`config.mk`:
```
export PLATFORM = sky130hd
export DESIGN_NAME = viterbi_dec_arbiter_flat
export DESIGN_NICKNAME = d
export VERILOG_FILES = /design/src/rtl/viterbi_dec_arbiter_if.sv /design/src/rtl/viterbi_dec_arbiter.sv /design/src/flat_wrapper.sv
export SDC_FILE = /design/constraint.sdc
export NUM_CORES = 1
export LEC_CHECK = 0
export ABC_AREA = 1
export CAP_MARGIN = 15
export CORE_ASPECT_RATIO = 1.1
export CORE_MARGIN = 2
export CORE_UTILIZATION = 50
export CTS_CLUSTER_DIAMETER = 100
export DETAILED_ROUTE_END_ITERATION = 10
export GPL_ROUTABILITY_DRIVEN = 0
export PLACE_DENSITY = 0.86
export SLEW_MARGIN = 25
export SYNTH_ARGS = -nofsm -noshare
export SYNTH_HDL_FRONTEND = slang
export SYNTH_SLANG_ARGS = --single-unit
export TNS_END_PERCENT = 20
```
`constraint.sdc`:
```
create_clock -name clk -period 3.4 [get_ports clk]
set_input_delay 0.68 -clock clk [delete_from_list [all_inputs] [get_ports clk]]
set_output_delay 0.68 -clock clk [all_outputs]
set_load 0.01 [all_outputs]
```
`src/rtl/viterbi_dec_arbiter_if.sv`:
```
// Requester, decoder-side and response signals of the Viterbi decoder front-end arbiter.
// slave is the arbiter's view; master is the view of whatever drives it.
interface viterbi_dec_arbiter_if;
    logic        req0_valid_i;
    logic [15:0] req0_data_i;
    logic        req0_ready_o;
    logic        req1_valid_i;
    logic [15:0] req1_data_i;
    logic        req1_ready_o;
    logic        dec_dvalid_o;
    logic [15:0] dec_data_o;
    logic        dec_busy_i;
    logic        dec_valid_i;
    logic [7:0]  dec_data_i;
    logic        rsp_valid_o;
    logic        rsp_id_o;
    logic [7:0]  rsp_data_o;
    logic        rsp_timeout_o;

    modport slave (
        input  req0_valid_i, req0_data_i, req1_valid_i, req1_data_i,
        input  dec_busy_i, dec_valid_i, dec_data_i,
        output req0_ready_o, req1_ready_o, dec_dvalid_o, dec_data_o,
        output rsp_valid_o, rsp_id_o, rsp_data_o, rsp_timeout_o
    );

    modport master (
        output req0_valid_i, req0_data_i, req1_valid_i, req1_data_i,
        output dec_busy_i, dec_valid_i, dec_data_i,
        input  req0_ready_o, req1_ready_o, dec_dvalid_o, dec_data_o,
        input  rsp_valid_o, rsp_id_o, rsp_data_o, rsp_timeout_o
    );
endinterface

```
`src/rtl/viterbi_dec_arbiter.sv`:
```
// Round-robin two-requester stop-and-wait sequencer for the Viterbi decoder; issue 1 cycle after accept,
// response 1 cycle after the accepted decoder beat or after TIMEOUT WAIT cycles. Ready only in IDLE with decoder not busy; responses never stall.
module viterbi_dec_arbiter #(
    parameter int TIMEOUT = 2000,
    parameter int DROP    = 0
) (
    input  logic                  clk,
    input  logic                  rst_n,
    viterbi_dec_arbiter_if.slave  bus
);
    localparam int TW = $clog2(TIMEOUT + 1);
    localparam int DW = (DROP > 0) ? $clog2(DROP + 1) : 1;
    localparam logic [TW-1:0] TMAX = TW'(TIMEOUT - 1);
    localparam logic [DW-1:0] DMAX = DW'(DROP);

    typedef enum logic [1:0] {IDLE, ISSUE, WAIT, RESPOND} state_t;

    state_t         state_q;
    logic           last_q;
    logic           id_q;
    logic [TW-1:0]  timer_q;
    logic [DW-1:0]  drop_q;
    logic           dec_dvalid_q;
    logic [15:0]    dec_data_q;
    logic           rsp_valid_q;
    logic           rsp_id_q;
    logic [7:0]     rsp_data_q;
    logic           rsp_timeout_q;

    logic grant;
    logic rdy0;
    logic rdy1;
    logic beat_drop;
    logic beat_take;

    // On a tie the requester that did not win last time is served.
    always_comb begin
        grant = bus.req1_valid_i;
        if (bus.req0_valid_i && bus.req1_valid_i) begin
            grant = ~last_q;
        end
    end

    assign rdy0 = (state_q == IDLE) && !bus.dec_busy_i && !grant && bus.req0_valid_i;
    assign rdy1 = (state_q == IDLE) && !bus.dec_busy_i &&  grant && bus.req1_valid_i;

    assign beat_drop = bus.dec_valid_i && (drop_q < DMAX);
    assign beat_take = bus.dec_valid_i && !(drop_q < DMAX);

    always_ff @(posedge clk or negedge rst_n) begin
        if (!rst_n) begin
            state_q       <= IDLE;
            last_q        <= 1'b1;
            id_q          <= 1'b0;
            timer_q       <= '0;
            drop_q        <= '0;
            dec_dvalid_q  <= 1'b0;
            dec_data_q    <= '0;
            rsp_valid_q   <= 1'b0;
            rsp_id_q      <= 1'b0;
            rsp_data_q    <= '0;
            rsp_timeout_q <= 1'b0;
        end else begin
            case (state_q)
                IDLE: begin
                    if (rdy0 || rdy1) begin
                        id_q         <= grant;
                        last_q       <= grant;
                        dec_dvalid_q <= 1'b1;
                        dec_data_q   <= grant ? bus.req1_data_i : bus.req0_data_i;
                        state_q      <= ISSUE;
                    end
                end
                ISSUE: begin
                    dec_dvalid_q <= 1'b0;
                    dec_data_q   <= '0;
                    timer_q      <= '0;
                    drop_q       <= '0;
                    state_q      <= WAIT;
                end
                WAIT: begin
                    if (beat_drop) begin
                        drop_q <= drop_q + 1'b1;
                    end
                    // A data beat on the last timer cycle still counts as an answer.
                    if (beat_take) begin
                        rsp_valid_q   <= 1'b1;
                        rsp_id_q      <= id_q;
                        rsp_data_q    <= bus.dec_data_i;
                        rsp_timeout_q <= 1'b0;
                        state_q       <= RESPOND;
                    end else if (timer_q == TMAX) begin
                        rsp_valid_q   <= 1'b1;
                        rsp_id_q      <= id_q;
                        rsp_data_q    <= '0;
                        rsp_timeout_q <= 1'b1;
                        state_q       <= RESPOND;
                    end else begin
                        timer_q <= timer_q + 1'b1;
                    end
                end
                RESPOND: begin
                    rsp_valid_q <= 1'b0;
                    state_q     <= IDLE;
                end
                default: state_q <= IDLE;
            endcase
        end
    end

    assign bus.req0_ready_o  = rdy0;
    assign bus.req1_ready_o  = rdy1;
    assign bus.dec_dvalid_o  = dec_dvalid_q;
    assign bus.dec_data_o    = dec_data_q;
    assign bus.rsp_valid_o   = rsp_valid_q;
    assign bus.rsp_id_o      = rsp_id_q;
    assign bus.rsp_data_o    = rsp_data_q;
    assign bus.rsp_timeout_o = rsp_timeout_q;
endmodule

```
`src/flat_wrapper.sv`:
```
// flat-port wrapper written by rule: the top's interface ports become plain ports
module viterbi_dec_arbiter_flat 
#(
    parameter int TIMEOUT = 2000,
    parameter int DROP    = 0
)
  (clk, rst_n, bus_req0_valid_i, bus_req0_data_i, bus_req1_valid_i, bus_req1_data_i, bus_dec_busy_i, bus_dec_valid_i, bus_dec_data_i, bus_req0_ready_o, bus_req1_ready_o, bus_dec_dvalid_o, bus_dec_data_o, bus_rsp_valid_o, bus_rsp_id_o, bus_rsp_data_o, bus_rsp_timeout_o);
  viterbi_dec_arbiter_if bus_i ();
  input  logic clk;
  input  logic rst_n;
  input wire logic [$bits(bus_i.req0_valid_i)-1:0] bus_req0_valid_i;
  input wire logic [$bits(bus_i.req0_data_i)-1:0] bus_req0_data_i;
  input wire logic [$bits(bus_i.req1_valid_i)-1:0] bus_req1_valid_i;
  input wire logic [$bits(bus_i.req1_data_i)-1:0] bus_req1_data_i;
  input wire logic [$bits(bus_i.dec_busy_i)-1:0] bus_dec_busy_i;
  input wire logic [$bits(bus_i.dec_valid_i)-1:0] bus_dec_valid_i;
  input wire logic [$bits(bus_i.dec_data_i)-1:0] bus_dec_data_i;
  output wire logic [$bits(bus_i.req0_ready_o)-1:0] bus_req0_ready_o;
  output wire logic [$bits(bus_i.req1_ready_o)-1:0] bus_req1_ready_o;
  output wire logic [$bits(bus_i.dec_dvalid_o)-1:0] bus_dec_dvalid_o;
  output wire logic [$bits(bus_i.dec_data_o)-1:0] bus_dec_data_o;
  output wire logic [$bits(bus_i.rsp_valid_o)-1:0] bus_rsp_valid_o;
  output wire logic [$bits(bus_i.rsp_id_o)-1:0] bus_rsp_id_o;
  output wire logic [$bits(bus_i.rsp_data_o)-1:0] bus_rsp_data_o;
  output wire logic [$bits(bus_i.rsp_timeout_o)-1:0] bus_rsp_timeout_o;
  assign bus_i.req0_valid_i = bus_req0_valid_i;
  assign bus_i.req0_data_i = bus_req0_data_i;
  assign bus_i.req1_valid_i = bus_req1_valid_i;
  assign bus_i.req1_data_i = bus_req1_data_i;
  assign bus_i.dec_busy_i = bus_dec_busy_i;
  assign bus_i.dec_valid_i = bus_dec_valid_i;
  assign bus_i.dec_data_i = bus_dec_data_i;
  assign bus_req0_ready_o = bus_i.req0_ready_o;
  assign bus_req1_ready_o = bus_i.req1_ready_o;
  assign bus_dec_dvalid_o = bus_i.dec_dvalid_o;
  assign bus_dec_data_o = bus_i.dec_data_o;
  assign bus_rsp_valid_o = bus_i.rsp_valid_o;
  assign bus_rsp_id_o = bus_i.rsp_id_o;
  assign bus_rsp_data_o = bus_i.rsp_data_o;
  assign bus_rsp_timeout_o = bus_i.rsp_timeout_o;
  viterbi_dec_arbiter #(.TIMEOUT(TIMEOUT), .DROP(DROP)) u_core (.clk(clk), .rst_n(rst_n), .bus(bus_i));
endmodule
```
==> metrics.md <==
| Metric | Value |
|---|---|
| Status | `completed` |
| WS Path Type | `in2out` |
| Util after Layout | `70.1%` |
| Number of I/O pins | `76` |
| Endpoints failing setup | `0` |
| Synth top cells by count | `nand2_1 (136), dfrtp_1 (42), inv_1 (36), nand3_1 (28), nor2_1 (21)` |
| First-pass GRT wire length | `9.64 mm` |
| Syn Area/Cell | `7.31 um^2` |
| Number of antenna violations at the first check in global routing | `0` |
| Die area | `5320 um^2` |
| Syn-to-layout area delta | `36.2%` |
| Worst-path cell chain | `clkdlybuf4s50_1, nand2_1, nand2_4, inv_2, nor2_1, clkdlybuf4s50_1` |
| RSZ-0062 raised after global routing | `false` |
| Initial core utilization | `51.4%` |
| WL final | `5.67 mm` |
| Clock skew | `0.00446 ns` |
| GRT Overall Usage | `22.1%` |
| Post-synth ARST share | `100%` |
| Chip height | `76.3 um` |
| Rel. slew slack | `54.1%` |
| DRT antenna net count | `0` |
| Fin crit share | `87.0%` |
| Width of the die | `69.7 um` |
| CP max-delay cell | `clkdlybuf4s50_1` |
| DR vias/cell | `4.97` |
| Fmax achieved | `0.338 GHz` |
| # Max-Cap Violations | `0` |
| I/O Buffers | `75` |
| Reg2Reg Launch Point | `u_core.state_q[1]` |
| Sequential-to-total area share from yosys stat | `45.3%` |
| DR pass1 iterations | `4` |
| Pin count of the biggest net entering global routing | `44` |
| Layout cell share with drive strength beyond 1 | `6.27%` |
| Number of synthesized flops with an enable pin | `0` |
| WHS | `0.360 ns` |
| Post-CTS Setup Repair Bufs | `0` |
| Dpl cells | `448` |
| Synth Cell Area | `2380 um^2` |
| Post-CTS sizing | `0` |
| Largest stage delay on the critical path | `0.54 ns` |
| CP most frequent cell | `clkdlybuf4s50_1` |
| Top cells by area, synth | `dfrtp_1 (44%), nand2_1 (21%), nand3_1 (5.9%), inv_1 (5.7%), nor2_1 (3.3%)` |
| Total Power | `2.28 mW` |
| Worst EP arrival | `2.28 ns` |
| WL/cell | `12.5 um` |
| N_diodes | `0` |
| Pwr Density | `705 nW/um^2` |
| Worst Tran Pin Value | `0.688 ns` |
| Final instance area | `3240 um^2` |
| Placement Cell Area | `3130 um^2` |
| CP startpoint | `bus_req0_valid_i` |
| CTS tree | `built` |
| Pre-CTS setup slack | `0.452 ns` |
| Reg clk slew, reported paths | `0.08 ns` |
| H-tree depth | `2` |
| Synth Flop Type | `dfrtp_1` |
| Post-Layout Cell Count | `455` |
| DRC | `0` |
| Synthesized Nets | `377` |
| Synth area leader | `dfrtp_1` |
| Via count | `2262` |
| CTS Hold Bufs | `0` |
| #FFs+latches synth | `43` |
| Mapped Cells | `325` |
| Worst Setup End Kind | `output pin` |
| Sum of negative setup slack | `0 ns` |
| Vias in the first global route | `2144` |
| Synth top area share | `44.2%` |
| Fin nets | `451` |
| Critical Path RT | `2.72 ns` |
| Final worst slack | `0.442 ns` |
| Setup crit start kind | `input port` |
| Leak | `1.57 nW` |
| Most frequent cell after synthesis | `nand2_1` |
| Fin. Hold Viols | `0` |
| Clk root buf | `clkbuf_8` |
| Max Buffers Root-to-Sink | `2` |
| Worst vdd ir | `0.000552 V` |
| CTS Buf Count | `5` |
| Clock Latency Late Sink | `0.29 ns` |
| Crit-path max FO | `18` |
| Initial DRC count | `107` |
| GRT Residual Overflow | `0` |
| Tmin final | `2.96 ns` |
| Slew Viols, Final | `0` |
| Worst min path class | `in2async` |
| Core area | `4620 um^2` |
| Hpwl dp | `4.22 mm` |
| Clock Sinks | `43` |
| Row count | `26` |
| Synthesis Warnings | `0` |
| Count of cell types in the netlist | `28` |
## state kept, by name, summed over array words and instances, names as in the netlist
register / flops
u_core.bus.dec_data_o: 16
u_core.timer_q: 11
u_core.bus.rsp_data_o: 8
u_core.state_q: 2
u_core.bus.dec_dvalid_o: 1
u_core.bus.rsp_id_o: 1
u_core.bus.rsp_timeout_o: 1
u_core.bus.rsp_valid_o: 1
u_core.id_q: 1
u_core.last_q: 1
## placed cells by master, fill, tap and decap left out
master and count:
o21bai_1 1, o21ai_0 9, o21ai_1 12, o21ai_2 1, nand2_1 136, nand2_4 2
nand4_1 1, nand3_1 28, clkbuf_8 5, clkbuf_1 1, nand3_2 3, xor2_1 1
dfstp_2 1, nor2_1 21, nor2_4 1, inv_1 36, o21a_1 1, nor2_2 3
clkinv_1 2, buf_4 1, ha_1 6, bufinv_16 1, inv_2 2, nand4_2 1
nor3b_1 2, dfrtp_1 42, clkdlybuf4s50_1 74, nand2_2 4, a21oi_1 1
## worst max-delay path, delay by kind of cell
family / cells / cell delay [ns]
buffers and inverters: 3 / 1.20
AND/OR/NAND/NOR: 3 / 0.40
## kinds of logic after synthesis
| logic type | share of synthesized area, % |
|---|---|
| AND/OR/NAND/NOR | 36.7 |
| buffers and inverters | 8.85 |
| flip-flops | 45.3 |
| AO/OA/AOI/OAI | 5.63 |
| adder cells (fa/ha/maj) | 3.16 |
| XOR/XNOR | 0.369 |
## layer usage
metal	GRT usage (%)	share of wire (%)
met5	0	0
met4	6.15	1.1
met3	3.04	3.8
met2	41.5	54
met1	26.2	41
## cell type report
| cell class | count | area (um^2) |
|---|---|---|
| timing repair buffer | 75 | 748 |
| clock buffer | 6 | 72.6 |
| fill | 385 | 1380 |
| multi-input combinational | 234 | 1090 |
| sequential | 43 | 1080 |
| inverter | 40 | 150 |
| clock inverter | 1 | 30.0 |
| tap | 56 | 70.1 |
## worst paths after layout
kind / end / slack (ns) / cells past startpoint
worst max register to register: u_core.bus.dec_data_o[3] / 1.21 / 5
worst max-delay path: bus_req0_ready_o / 0.44 / 6
worst min-delay path: u_core.bus.dec_data_o[2] / 0.36 / 1
max in group asynchronous: u_core.last_q / 2.66 / 1
worst min register to register: u_core.last_q / 0.47 / 2
min in group clk: u_core.last_q / 0.47 / 2
## where the power goes
part           internal [mW]  switching, mW  total, mW
Sequential             0.704          0.119      0.823
Combinational          0.483          0.595       1.08
Clock                  0.215          0.166      0.381
Total                   1.40          0.879       2.28
No activity file was read; power rests on OpenSTA's default activity.
